===== src/rtl/fifo_ctrl.sv =====
// FIFO pointer/occupancy controller driving an external storage array that
// has a combinational read port. It adds no bypass paths in either direction.
module fifo_ctrl #(
  parameter int bW = 32,
  parameter int eC = 16,
  parameter int aW = $clog2(eC)
) (
  input  logic          clk,
  input  logic          rst_n,
  input  logic          in_valid,
  output logic          in_ready,
  input  logic [bW-1:0] in_data,
  output logic          out_valid,
  input  logic          out_ready,
  output logic [bW-1:0] out_data,
  output logic [aW-1:0] writeAddr,
  output logic [bW-1:0] writeData,
  output logic          writeEn,
  output logic [aW-1:0] readAddr,
  input  logic [bW-1:0] readData,
  output logic [aW:0]   level,
  output logic          full,
  output logic          empty
);

  localparam logic [aW-1:0] PTR_LAST = aW'(eC - 1);
  localparam logic [aW:0]   CNT_FULL = (aW + 1)'(eC);

  logic [aW-1:0] wr_ptr_q, wr_ptr_d;
  logic [aW-1:0] rd_ptr_q, rd_ptr_d;
  logic [aW:0]   count_q,  count_d;
  logic          push_s;
  logic          pop_s;

  // Status flags and handshakes come from count alone, so neither ready nor valid loops back through the other side.
  always_comb begin
    full      = (count_q == CNT_FULL);
    empty     = (count_q == '0);
    level     = count_q;
    in_ready  = !full;
    out_valid = !empty;
    push_s    = in_valid && in_ready;
    pop_s     = out_valid && out_ready;
    writeEn   = push_s && rst_n;
    writeAddr = wr_ptr_q;
    writeData = in_data;
    readAddr  = rd_ptr_q;
    out_data  = readData;
  end

  // Next-state computation. The pointers wrap explicitly because eC need not be a power of two.
  always_comb begin
    wr_ptr_d = wr_ptr_q;
    rd_ptr_d = rd_ptr_q;
    count_d  = count_q;
    if (push_s) begin
      wr_ptr_d = (wr_ptr_q == PTR_LAST) ? '0 : wr_ptr_q + aW'(1);
    end else begin
      wr_ptr_d = wr_ptr_q;
    end
    if (pop_s) begin
      rd_ptr_d = (rd_ptr_q == PTR_LAST) ? '0 : rd_ptr_q + aW'(1);
    end else begin
      rd_ptr_d = rd_ptr_q;
    end
    case ({push_s, pop_s})
      2'b10:   count_d = count_q + (aW + 1)'(1);
      2'b01:   count_d = count_q - (aW + 1)'(1);
      default: count_d = count_q;
    endcase
  end

  // State registers. Reset empties the queue; whatever is left in storage is stale.
  always_ff @(posedge clk) begin
    if (!rst_n) begin
      wr_ptr_q <= '0;
      rd_ptr_q <= '0;
      count_q  <= '0;
    end else begin
      wr_ptr_q <= wr_ptr_d;
      rd_ptr_q <= rd_ptr_d;
      count_q  <= count_d;
    end
  end

endmodule


===== config.mk =====
export PLATFORM = sky130hd
export DESIGN_NAME = fifo_ctrl
export DESIGN_NICKNAME = d
export VERILOG_FILES = /design/src/rtl/fifo_ctrl.sv
export SDC_FILE = /design/constraint.sdc
export NUM_CORES = 1
export LEC_CHECK = 0
export CORE_UTILIZATION = 29
export DETAILED_ROUTE_END_ITERATION = 12
export PLACE_DENSITY = 0.94
export SLEW_MARGIN = 20
export SYNTH_ARGS = -nofsm -noshare
export SYNTH_HDL_FRONTEND = slang
export SYNTH_SLANG_ARGS = --single-unit

===== constraint.sdc =====
create_clock -name clk -period 7.25 [get_ports clk]
set_input_delay 1.0875 -clock clk [delete_from_list [all_inputs] [get_ports clk]]
set_output_delay 1.0875 -clock clk [all_outputs]
set_load 0.02 [all_outputs]

==> Yosys cells after proc, flatten, opt, wreduce, memory -nomap -nowiden <==
Index checks and enable logic that the tools add are counted.
{ "totals": {"output_inout_bits": 82, "regBits": 13, "inputBits": 68} }
{ "op_classes": {"n_mux": 3, "n_reduce_logical": 7, "n_addsub": 4, "eq_ne": 5} }
{ "ops": {"columns": ["cell", "count"], "rows": [
  ["$pmux W5 S2", 1],
  ["$add A4 B1 Y4 const B", 2],
  ["$eq A4 B4 Y1 const B", 2],
  ["$mux W4", 2],
  ["$add A5 B1 Y5 const B", 1],
  ["$eq A5 B5 Y1 const B", 1],
  ["$logic_not A5 Y1", 1],
  ["$sub A5 B1 Y5 const B", 1],
  ["$logic_and A1 B1 Y1", 3],
  ["$eq A2 B1 Y1 const B", 1],
  ["$eq A2 B2 Y1 const B", 1],
  ["$logic_not A1 Y1", 2],
  ["$reduce_bool A2 Y1", 1]
]} }

==> Logic depth before layout (Yosys ltp) <==
Gate-level depths: netlist (run 1).
{ "depth": {"depth_word": 5, "ltp_mapped": 10, "ltp_nobuf": 10} }

==> Worst setup path after synthesis (run 1) <==
Ideal clock, no wire load.
{ "synth_path": {"path_type": "in2reg", "from": "in in_valid", "to": "reg count_q[3], in the netlist level[3]", "n_path_buf": 0, "t_required_ps": 7188, "path_slack_ps": 4266, "path_stages": 8, "t_arrival_ps": 2921, "cell_sequence": "a21boi_1 > inv_1 > ha_1 > ha_1 > a21o_2 > a21oi_1 > or4b_2 > nand3_1"} }
{ "synth_between": {"elab_chain_cells": 3} }
{ "synth_rtl": {"columns": ["item", "line_no", "text"], "rows": [
  ["from (decl)", "10", "input logic in_valid,"],
  ["$logic_and A1 B1 Y1 (*)", "42", "push_s = in_valid && in_ready;"],
  ["$eq A2 B1 Y1 / $eq A2 B2 Y1 (equally long branches)", "66", "case ({push_s, pop_s})"],
  ["$pmux W5 S2 / $reduce_bool A2 Y1 (equally long branches)", null, null],
  ["to (signal assigned)", "82", "count_q <= count_d;"],
  ["to (decl)", "31", "logic [aW:0] count_q, count_d;"]
]} }
Mark *: on every way between the ends. The rest lies on a longest branch, timed or not.
A chain may end at the register's enable or synchronous reset.

==> Worst setup path in the final report (run 1) <==
{ "layout_path": {"from": "in in_valid", "to": "out writeEn"} }
{ "layout_between": {"elab_chain_cells": 2} }
{ "layout_rtl": {"columns": ["item", "line_no", "text"], "rows": [
  ["$logic_and A1 B1 Y1", "42", null],
  ["$logic_and A1 B1 Y1", "44", "writeEn = push_s && rst_n;"],
  ["to (decl)", "18", "output logic writeEn,"]
]} }
No other way between the ends.

==> impl_metrics.csv, run 1 <==
group,metric,value,unit
power_and_ir_drop,internal_power,258,uW
sta,final_hold_viol_count,0,
yosys,synth_top_cell_by_area,"buf_4",
yosys,syn_avg_cell_area,8.36,sq um
clock_network,cts_buffers,3,
yosys,syn_inst,152,
global_route,grt_pass1_vias,691,
yosys,yosysMostFrequentCell,"buf_4",
clock_network,numClockSinks,13,
power_and_ir_drop,p_leak,0.460,nW
global_route,grt-ovfl-total,0,
clock_network,cts_resized,0,
yosys,yosysUniqueCellTypes,32,
placed_design,place_hpwl,1.54,mm
floorplan,ios,150,
sta,finClkSkew,0.00226,ns
yosys,ys_ff_latch,13,
power_and_ir_drop,power_density,410,nW/um^2
clock_network,cts_hold_buffers,0,
critical_path,path_buf_inv,2,
placed_design,port_buffers,21,
sta,grt_setup_unrepaired,"no",
sta,fin_crit_sh,0.549,
clock_network,cts.clk_slew.worst_paths,0.06,ns
critical_path,required,6.16,ns
power_and_ir_drop,pwr-share-seq,0.257,
sta,worstMarginPinSlew,0.611,ns
min_path,hold_path_startpoint,"readAddr[0]",
clock_network,cts_tree,"done",
critical_path,path_class,"in -> out",
critical_path,crit_path_max_incr_delay,0.60,ns
floorplan,rows,23,
yosys,synth_edf_count,0,
critical_path,crit_top_cell,"clkdlybuf4s50_1",
final_layout,drive_above_1_share,0.0811,
yosys,synthTopCellsByArea,"buf_4 38%, dfxtp_1 20%, ha_1 5.9%",
yosys,ys_top_cells_by_count,"64 x buf_4, 13 x dfxtp_1, 10 x nand2_1",
power_and_ir_drop,vdd_ir_drop_max,0.0000938,V
power_and_ir_drop,switching_share,0.427,
flow_run,drv_cap,0,
clock_network,cts_root_buffer,"clkbuf_8",
yosys,async_reset_ff_frac,0,
clock_network,clk_latency,0.25,ns
global_route,antenna_found_initial,0,
route,vias,751,
global_route,grt_pass1_wl,3.07,mm
power_and_ir_drop,p_clk_frac,0.153,
floorplan,dieWidth,68.2,microns
floorplan,fp.coreArea,4120,sq um
run_status,status,"completed",
power_and_ir_drop,p_sw,193,uW
sta,timing.slew.headroom,0.592,
min_path,worstHoldPathType,"reg -> reg",
sta,final.setup.tns,0,ns
final_layout,syn_to_final_growth,-13.4,%
route,drc,0,
yosys,synth_flop_cell,"dfxtp_1",
sta,fmax,251,MHz
yosys,synth_top_area_share,0.378,
critical_path,critPathSlowestCell,"clkdlybuf4s50_1",
route,vias_per_cell,4.66,
final_layout,antenna_cells,0,
route,drt_iter0_drc,10,
clock_network,cts_buffer_depth,2,
route,postRouteAntennaNets,0,
final_layout,fin_util,0.268,
critical_path,crit_chain,"clkdlybuf4s50_1, a21boi_1, and2_1, clkdlybuf4s50_1",
floorplan,die_h,68.2,microns
yosys,netlist_area,1270,sq um
critical_path,critPathMaxFanout,7,
critical_path,crit_start,"in_valid",
sta,fin_crit,3.98,ns
power_and_ir_drop,pwr-share-comb,0.590,
critical_path,cp_data_arrival_time,2.89,ns
final_layout,fin_nets,187,
route,wl_per_cell,13.1,microns
placed_design,gp_congestion,0.776,
route,routed_wl,2.10,mm
yosys,synth_warnings,0,
floorplan,die_area,4650,sq um
critical_path,end_kind,"primary output",
critical_path,worst_setup_path_start_kind,"input port",
global_route,grt_usage,0.0934,
global_route,grt_max_degree,19,
yosys,syn-num-nets,227,
clock_network,htreeDepth,1,
critical_path,timing.rr.start,"level[0]",
yosys,yosysSeqAreaShare,0.205,
clock_network,postCtsSetupRepairBufs,0,
final_layout,n_fill_cell,447,
sta,setup_viol,0,
floorplan,initial_core_util,0.309,
sta,maxSlewViolCount,0,
route,first_pass_iters,4,
critical_path,crit_family,"buffers and inverters",
routing by layer:
layer / routed length [microns] / part of all wire / global-route usage / up-vias
li1: - / - / - / 352
met1: 849 / 0.40 / 0.0931 / 351
met2: 960 / 0.46 / 0.154 / 33
met3: 199 / 0.095 / 0.0283 / 15
met4: 95 / 0.045 / 0.0859 / 0
met5: 0 / 0 / 0 / -
layout by cell type, fill, tap and decap left out, types with 5 or more instances in the layout:
cell type,count
mux2i_1,6
clkdlybuf4s50_1,21
ha_1,6
nand2_1,10
inv_1,7
dfxtp_1,13
and2_1,6
nor2_1,5
sequential cells by signal, indices dropped and copies added, names as in the netlist:
name and flops:
level 5, writeAddr 4, readAddr 4
worst min-delay path, cell delays in order, from the launching register on:
cell and delay [ns]:
dfxtp_1 0.34, nand2_1 0.08, a21boi_1 0.05
area by class of cell:
class                      count  area (sq um)  area share
timing repair buffer          21           210       0.191
inverter                       7          26.3      0.0239
multi-input combinational     66           497       0.451
tap                           50          62.6      0.0568
sequential                    13           260       0.236
clock buffer                   4          45.0      0.0409
kinds of logic after synthesis:
kind of cell,share of synthesized area
compound gates,0.0935
xor+xnor,0.0207
fa+ha+maj,0.0748
buf+inv,0.405
flops,0.205
mux,0.0472
simple gates,0.155
per-stage QoR:
stage	worst slack, ns	hold slack (ns)	cell area (sq um)	power [mW]	cells
finish	3.27	0.524	1100	0.451	161
global route	3.18	0.540	1100	0.486	161
CTS	3.26	0.523	1100	0.457	161
detailed placement	3.31	0.514	1060	0.385	157
global placement	3.32	0.502	1060	0.377	157
floorplan	4.27	0.566	1270	0.338	152
power by group through the flow:
stage / Clock [mW] / Combinational [mW] / Sequential, mW
detailed placement: 0 / 0.268 / 0.118
finish: 0.0691 / 0.266 / 0.116
floorplan: 0 / 0.204 / 0.133
CTS: 0.0708 / 0.269 / 0.116
global route: 0.0736 / 0.293 / 0.119
global placement: 0 / 0.260 / 0.117
final timing paths:
check        slack (ns)           to  cells after the start
max                3.27      writeEn                      4
min                0.52  readAddr[0]                      2
max reg2reg        4.28     level[4]                     10
min reg2reg        0.52  readAddr[0]                      2
No activity file was read; power rests on OpenSTA's default activity.
==> run 2: changes to the inputs <==
- CORE_UTILIZATION: 29 -> 27
- PLACE_DENSITY: 0.94 -> 0.89
- clock period: 7.25 -> 4.15 ns (I/O delays scaled with it)
==> impl_metrics.csv, run 2 (synthesis gave the netlist of run 1 again) <==
group,metric,value,unit
clock_network,cts.clk_slew.worst_paths,0.05,ns
critical_path,worst_setup_path_start_kind,"input port",
critical_path,crit_chain,"clkdlybuf4s50_1, a21boi_1, and2_1, clkdlybuf4s50_1",
clock_network,htreeDepth,1,
floorplan,die_h,70.6,microns
critical_path,crit_top_cell,"clkdlybuf4s50_1",
critical_path,timing.rr.start,"level[0]",
clock_network,postCtsSetupRepairBufs,0,
min_path,min_to,"readAddr[0]",
critical_path,critPathMaxFanout,7,
critical_path,path_buf_inv,2,
power_and_ir_drop,vdd_ir_drop_max,0.000168,V
route,drc,24,
sta,grt_setup_unrepaired,"no",
final_layout,fin_nets,188,
placed_design,place_hpwl,1.61,mm
final_layout,instances_no_fill,164,
run_status,status,"finished, violations left",
critical_path,required,3.53,ns
flow_run,drv_cap,0,
critical_path,crit_family,"buffers and inverters",
sta,fin_crit_sh,0.741,
critical_path,cp_data_arrival_time,2.45,ns
final_layout,drive_above_1_share,0.0893,
final_layout,final_cell_mix,"21 x clkdlybuf4s50_1, 13 x dfxtp_1, 10 x nand2_1",
route,wl_per_cell,13.3,microns
clock_network,cts_root_buffer,"clkbuf_8",
global_route,antenna_found_initial,0,
power_and_ir_drop,p_leak,0.465,nW
clock_network,cts_buffer_depth,2,
route,postRouteAntennaNets,0,
critical_path,worstRegToRegCells,10,
power_and_ir_drop,power_density,708,nW/um^2
critical_path,crit_path_max_incr_delay,0.60,ns
floorplan,die_area,4990,sq um
global_route,grt_usage,0.0924,
sta,hold_slack,0.510,ns
min_path,worstHoldPathType,"reg -> reg",
critical_path,r2r-end,"level[4]",
global_route,grt_max_degree,19,
final_layout,fin_area,1110,sq um
min_path,hold_path_startpoint,"readAddr[0]",
sta,finClkSkew,0.00147,ns
clock_network,cts_resized,0,
sta,final.setup.tns,0,ns
critical_path,critPathSlowestCell,"clkdlybuf4s50_1",
clock_network,clk_latency,0.24,ns
global_route,grt_pass1_vias,769,
final_layout,register_area,260,sq um
route,routed_wl,2.18,mm
route,drt_iter0_drc,35,
sta,maxSlewViolCount,0,
critical_path,end_kind,"primary output",
sta,fmax,325,MHz
placed_design,gp_congestion,0.720,
sta,worstMarginPinSlew,0.598,ns
run_status,violations,"DRC",
route,vias_per_cell,4.52,
floorplan,dieWidth,70.6,microns
final_layout,final_common_cell,"clkdlybuf4s50_1",
clock_network,numClockSinks,13,
sta,setup_viol,0,
floorplan,initial_core_util,0.286,
sta,timing.slew.headroom,0.600,
clock_network,cts_hold_buffers,0,
floorplan,ios,150,
route,first_pass_iters,7,
clock_network,cts_tree,"done",
floorplan,fp.coreArea,4440,sq um
final_layout,antenna_cells,0,
final_layout,largest_reg_flops,5,
route,vias,742,
final_layout,multi_input_area,497,sq um
clock_network,cts_buffers,3,
final_layout,syn_to_final_growth,-12.6,%
critical_path,rrSetupSlack,1.13,ns
global_route,grt_pass1_wl,3.55,mm
placed_design,dpl_cell_area,1070,sq um
final_layout,fin_util,0.250,
placed_design,place_inst,160,
min_path,min_delay_path_depth,2,
sta,fin_crit,3.07,ns
floorplan,rows,24,
final_layout,n_fill_cell,501,
placed_design,port_buffers,21,
critical_path,path_class,"in -> out",
global_route,grt-ovfl-total,0,
sta,final_hold_viol_count,0,
run 2: layout make-up:
class,count,area share
Tap cell,52,0.0586
Inverter,7,0.0236
Timing Repair Buffer,22,0.196
Sequential cell,13,0.234
Clock buffer,4,0.0405
Multi-Input combinational cell,66,0.447
run 2: metal layers:
| metal | global-route usage | up-vias | routed length (microns) |
|---|---|---|---|
| li1 | - | 353 | - |
| met1 | 0.0916 | 354 | 789 |
| met2 | 0.159 | 30 | 1100 |
| met3 | 0.0342 | 5 | 241 |
| met4 | 0.0689 | 0 | 42 |
| met5 | 0 | - | 0 |
run 2: worst register-to-register path: cells and delay by family (launching register included):
family / cells / cell delay [ns]
multiplexers: 2 / 0.47
AO/OA/AOI/OAI: 2 / 0.51
AND/OR/NAND/NOR: 2 / 0.72
flip-flops: 1 / 0.37
buffers and inverters: 2 / 0.22
adder cells (fa/ha/maj): 2 / 0.66
run 2: how the worst max path moves through the flow:
stage | depth (start not counted) | start | endpoint
finish | 4 | in_valid | writeEn
CTS | 10 | level[0] | level[4]
detailed placement | 9 | in_valid | level[3]
global placement | 9 | in_valid | level[3]
global route | 10 | level[0] | level[4]
floorplan | 9 | level[0] | level[3]
run 2: stage by stage:
stage               setup slack, ns  power [mW]
floorplan                      1.52       0.590
global placement               1.04       0.659
detailed placement            0.961       0.679
CTS                            1.06       0.798
global route                  0.804       0.854
finish                         1.08       0.787
run 2: power breakdown:
part           switching, mW  internal [mW]  total (mW)
Sequential            0.0461          0.156       0.203
Clock                 0.0463         0.0679       0.114
Combinational          0.242          0.228       0.470
==> RTL change 1, RTL diff (config.mk and constraints of run 2) <==
`bW`: 32 -> 48.
--- a/src/rtl/fifo_ctrl.sv
+++ b/src/rtl/fifo_ctrl.sv
@@ -1,7 +1,7 @@
 // FIFO pointer/occupancy controller driving an external storage array that
 // has a combinational read port. It adds no bypass paths in either direction.
 module fifo_ctrl #(
-  parameter int bW = 32,
+  parameter int bW = 48,
   parameter int eC = 16,
   parameter int aW = $clog2(eC)
 ) (
Interface: changed (resized in_data, out_data, readData and writeData); port bits go from 150 to 214. The function was not compared with the original's and may differ.
==> RTL change 1 against run 2 <==
- clock skew rose by 0.0023 ns
- count of clock-buffer cells in the layout is the same
- routed wire length grew 21%
- setup slack better by 0.014 ns
- total power is 0.15% lower
- cell area is 2.0% higher
- sequential cell count unchanged
- area after synthesis up 19%
- synthesized cell count up 21%
- critical path type unchanged
- largest cell class unchanged
- largest power group unchanged
==> RTL change 1: results (changes against run 2) <==
Synthesis
  – XOR/XNOR share of the synthesized area: 1.738% (was 2.067%)
  – Synthesized Nets: 291 (was 227)
  – Post-Synth Adder-Cell Area: 6.291% (was 7.480%)
  – Main area contributors after synthesis: buf_4 (48%), dfxtp_1 (17%), ha_1 (5.0%) (was buf_4 (38%), dfxtp_1 (20%), ha_1 (5.9%))
  – Top_reg_cell synth: dfxtp_1 (unchanged)
  – Syn avg cell area: 8.214 sq um (was 8.363 sq um)
  – Synth cell count leaders: buf_4 (96), dfxtp_1 (13), nand2_1 (10) (was buf_4 (64), dfxtp_1 (13), nand2_1 (10))
  – Seq/Total Area, Yosys: 17.22% (was 20.47%)
  – Post-synthesis compound-gate area fraction: 7.864% (was 9.350%)
  – Asr flop ratio synth: 0% (unchanged)
  – Cell variety after synth: 32 (unchanged)
  – Mux cell area share after synthesis: 3.974% (was 4.724%)

STA
  – Max transition margin: 57.21% (was 60.05%)
  – Clock Skew: 0.003789 ns (was 0.001475 ns)

Routing
  – Wire length per cell: 14.42 um (was 13.27 um)
  – Total wire length: 2624 um (was 2177 um)
  – Drt first-iter violations: 77 (was 35)
  – First drt pass iteration count: 4 (was 7)
  – Via count: 797 (was 742)

Clocking
  – Post-CTS setup buffer count: 0 (unchanged)
  – Clock transition at path regs: 0.06 ns
  – Post-CTS Resized: 0 (unchanged)
  – Latest clock arrival within the worst-skew pair: 0.25 ns
  – CTS buffer count: 3 (unchanged)
  – Root Buffer: clkbuf_8 (unchanged)
  – Max H-tree Level: 1 (unchanged)
  – Bufs on Longest Clock Path: 2 (unchanged)

Final layout
  – Share of cells above drive strength 1: 8.929% (unchanged)
  – Layout fillers: 573 (was 501)
  – Largest register FFs: 5 (unchanged)
  – Nets: 220 (was 188)

Global routing
  – Wire length of the first global-routing pass: 4264 um (was 3553 um)
  – Gr usage total: 9.471% (was 9.236%)
  – Vias in the first global route: 831 (was 769)
  – Initial antenna violation count: 0 (unchanged)

Worst setup path
  – Max incr delay on CP: 0.60 ns (about the same)
  – Slowest stage cell on the critical path: clkdlybuf4s50_1 (unchanged)
  – Crit path arrival time: 2.44 ns

Min path
  – Hold WC Path Type: flip-flop to flip-flop (unchanged)

Power
  – LEAKAGE: 0.4648 nW (unchanged)
  – Peak supply drop: 0.2691 mV (was 0.1684 mV)

Place
  – Port bufs: 21 (unchanged)
  – Routability congestion estimate: 0.7694 (was 0.7195)
  – Placed insts: 178 (was 160)
  – Hpwl dp: 2026 um (was 1613 um)

Run status
  – Outcome: finished, final reports clean (was finished, violations left)
## RTL change 1: cell counts in the layout (fill, tap and decap cells not counted)
No cell type changed its count.
## RTL change 1: final cells by class
class	count	area, sq um	share of cell area, %
multi-input cells	66	496.7	43.82
repair buffers	22	217.7	19.21
inverters	7	26.28	2.318
flip-flops and latches	13	260.3	22.96
well taps	70	87.58	7.726
clock buffers	4	45.04	3.974
## RTL change 1: per-layer routing
layer / track usage (%) / share of wire, % / vias up
met5: 0 / 0 / -
met4: 11.15 / 9.7 / 0
met3: 6.548 / 13 / 40
met2: 12.86 / 42 / 55
met1: 8.637 / 35 / 351
li1: - / - / 351
## RTL change 1: per-stage QoR
step	area, sq um	worst slack [ns]	utilization, %	total power, mW
after detailed placement	1089	0.9285	20.78	0.6774
after floorplan	1511	1.518	-	0.6349
after global routing	1134	0.9569	21.64	0.8527
after global placement	1089	0.9947	20.78	0.6580
after CTS	1134	1.106	21.64	0.7947
final	1134	1.089	21.64	0.7859
## RTL change 1: worst paths after layout
kind	startpoint	end	cells past startpoint	slack (ns)
setup reg to reg	level[0]	level[4]	10	1.25
setup / recovery	in_valid	writeEn	4	1.09
hold reg to reg	readAddr[0]	readAddr[0]	2	0.53
hold / removal	readAddr[0]	readAddr[0]	2	0.53
## RTL change 1: kinds of logic (layout without fill, tap and decap cells)
kind of cell | after synthesis | count (layout)
compound gates | 14 | 14
xor+xnor | 3 | 3
fa+ha+maj | 7 | 7
buf+inv | 105 | 33
flops | 13 | 13
mux | 6 | 6
simple gates | 36 | 36
## RTL change 1: critical path, delay by kind of cell
family                 cells  cell delay (ns)
buffers and inverters      2             1.05
AOI/OAI and AO/OA          1             0.54
and+or+nand+nor            1             0.22
## RTL change 1: power breakdown
| part | switching, mW | leakage (nW) | internal, mW | total, mW |
|---|---|---|---|---|
| clock network | 0.0461 | 0.0228 | 0.0679 | 0.114 |
| registers | 0.0485 | 0.106 | 0.156 | 0.205 |
| logic | 0.241 | 0.336 | 0.226 | 0.467 |
==> RTL change 2, RTL diff (settings of run 2) <==
Made on the original files. Put a register stage on the output `level`, cleared by the reset. The value now appears one clock later. The other outputs are not delayed to match.
--- a/src/rtl/fifo_ctrl.sv
+++ b/src/rtl/fifo_ctrl.sv
@@ -26,6 +26,8 @@
   localparam logic [aW-1:0] PTR_LAST = aW'(eC - 1);
   localparam logic [aW:0]   CNT_FULL = (aW + 1)'(eC);
 
+  logic [aW:0] level_d;
+
   logic [aW-1:0] wr_ptr_q, wr_ptr_d;
   logic [aW-1:0] rd_ptr_q, rd_ptr_d;
   logic [aW:0]   count_q,  count_d;
@@ -36,7 +38,7 @@
   always_comb begin
     full      = (count_q == CNT_FULL);
     empty     = (count_q == '0);
-    level     = count_q;
+    level_d   = count_q;
     in_ready  = !full;
     out_valid = !empty;
     push_s    = in_valid && in_ready;
@@ -83,5 +85,13 @@
     end
   end
 
+  always_ff @(posedge clk) begin
+    if (!rst_n) begin
+      level <= '0;
+    end else begin
+      level <= level_d;
+    end
+  end
+
 endmodule
 
Function: changed (Yosys sat finds a counterexample within 4 cycles, from zero or initial values and one cycle with rst_n low).
==> RTL change 2 against run 2 <==
- total power up 3.9%
- final cell count up 14%
- utilization up 0.77 points
- setup slack better by 0.14 ns
- via count up 7.7%
- largest cell class unchanged
- synthesized cell count up 6.6%
- critical endpoint is now count_q[4]
- clock skew up 0.0026 ns
- non-clock buffer count unchanged
- area after synthesis up 11%
- sequential power up 30%
- routed wire length up 5.6%
- cell area up 13%
- sequential cell count up 5
==> RTL change 2: results (changes against run 2) <==
Synthesis
  – Main area contributors after synthesis: buf_4 (34%), dfxtp_1 (26%), ha_1 (5.3%) (was buf_4 (38%), dfxtp_1 (20%), ha_1 (5.9%))
  – Syn avg cell area: 8.681 sq um (was 8.363 sq um)
  – Synthesized Nets: 237 (was 227)
  – Seq/Total Area, Yosys: 25.62% (was 20.47%)
  – Synth cell count leaders: buf_4 (64), dfxtp_1 (18), nand2_1 (10) (was buf_4 (64), dfxtp_1 (13), nand2_1 (10))

STA
  – Max transition margin: 64.03% (was 60.05%)
  – Clock Skew: 0.004104 ns (was 0.001475 ns)

Run status
  – Outcome: finished, final reports clean (was finished, violations left)

Global routing
  – Largest net degree at the start of global routing: 23 (was 19)
  – Gr usage total: 8.686% (was 9.236%)
  – Vias in the first global route: 790 (was 769)
  – Wire length of the first global-routing pass: 3615 um (was 3553 um)

Worst setup path
  – Crit path arrival time: 3.08 ns (was 2.45 ns)
  – Max incr delay on CP: 0.53 ns (was 0.60 ns)
  – Slowest stage cell on the critical path: nor4_1 (was clkdlybuf4s50_1)
  – CP Max Fanout: 6 (was 7)
  – Setup slack, reg-to-reg: 1.21 ns (was 1.13 ns)
  – Reg-to-reg endpoint: count_q[4] (was level[4])

Clocking
  – Bufs on Longest Clock Path: 2 (unchanged)
  – Post-CTS setup buffer count: 0 (unchanged)

Routing
  – First drt pass iteration count: 4 (was 7)
  – Drt first-iter violations: 42 (was 35)
  – Total wire length: 2298 um (was 2177 um)
  – DR vias/cell: 4.273 (was 4.524)

Final layout
  – Share of cells above drive strength 1: 10.00% (was 8.929%)
  – Nets: 197 (was 188)

Place
  – Routability congestion estimate: 0.8201 (was 0.7195)
  – DP Area: 1216 sq um (was 1066 sq um)
  – Placed insts: 184 (was 160)

Power
  – Peak supply drop: 0.2387 mV (was 0.1684 mV)
[RTL change 2: cell type report]
cell class | count | area [sq um]
clock buffer | 3 | 41.29
inverter | 7 | 26.28
timing repair buffer | 22 | 217.7
fill | 528 | 3622
sequential | 18 | 360.3
tap | 67 | 83.83
multi-input combinational | 70 | 528.0
[RTL change 2: power by group through the flow]
stage	combinational (mW)	clock, mW	sequential, mW
2_1_floorplan	0.365	0	0.279
3_5_place_dp	0.442	0	0.267
6_report	0.436	0.119	0.263
4_1_cts	0.442	0.123	0.263
3_3_place_gp	0.427	0	0.263
5_1_grt	0.489	0.127	0.271
[RTL change 2: cells by family after synthesis]
logic type / Yosys count / share of synthesized area (%)
multiplexers: 6 / 4.360
buffers and inverters: 74 / 36.83
adder cells (fa/ha/maj): 7 / 6.761
AO/OA/AOI/OAI: 15 / 9.164
flip-flops: 18 / 25.62
XOR/XNOR: 3 / 1.869
AND/OR/NAND/NOR: 39 / 15.39
[RTL change 2: critical path: cells and delay by family, from the launching register on]
family,cells,cell delay (ns)
adders and majority gates,2,0.65
and+or+nand+nor,2,0.69
muxes,2,0.58
buffers and inverters,2,0.22
AOI/OAI and AO/OA,2,0.35
DFF,1,0.36
[RTL change 2: routing by layer]
metal,part of all wire (%),track usage (%)
met2,45,15.05
met5,0,0
met3,13,2.846
met1,37,7.875
met4,5.7,8.547
[RTL change 2: worst max path at each step]
stage | start | end | slack [ns] | cells past startpoint
CTS | count_q[2] | count_q[4] | 1.18 | 10
detailed placement | in_valid | count_q[4] | 1.07 | 10
global route | count_q[2] | count_q[4] | 0.97 | 10
floorplan | count_q[2] | count_q[4] | 1.52 | 10
finish | count_q[2] | count_q[4] | 1.21 | 10
global placement | in_valid | count_q[4] | 1.14 | 10
[RTL change 2: per-stage QoR]
stage	utilization (%)	setup slack [ns]	hold WS [ns]
after floorplan	-	1.517	0.4982
after global placement	24.92	1.136	0.5116
after detailed placement	24.92	1.067	0.5187
after CTS	25.77	1.181	0.5244
after global routing	25.77	0.9714	0.5680
final	25.77	1.212	0.5178
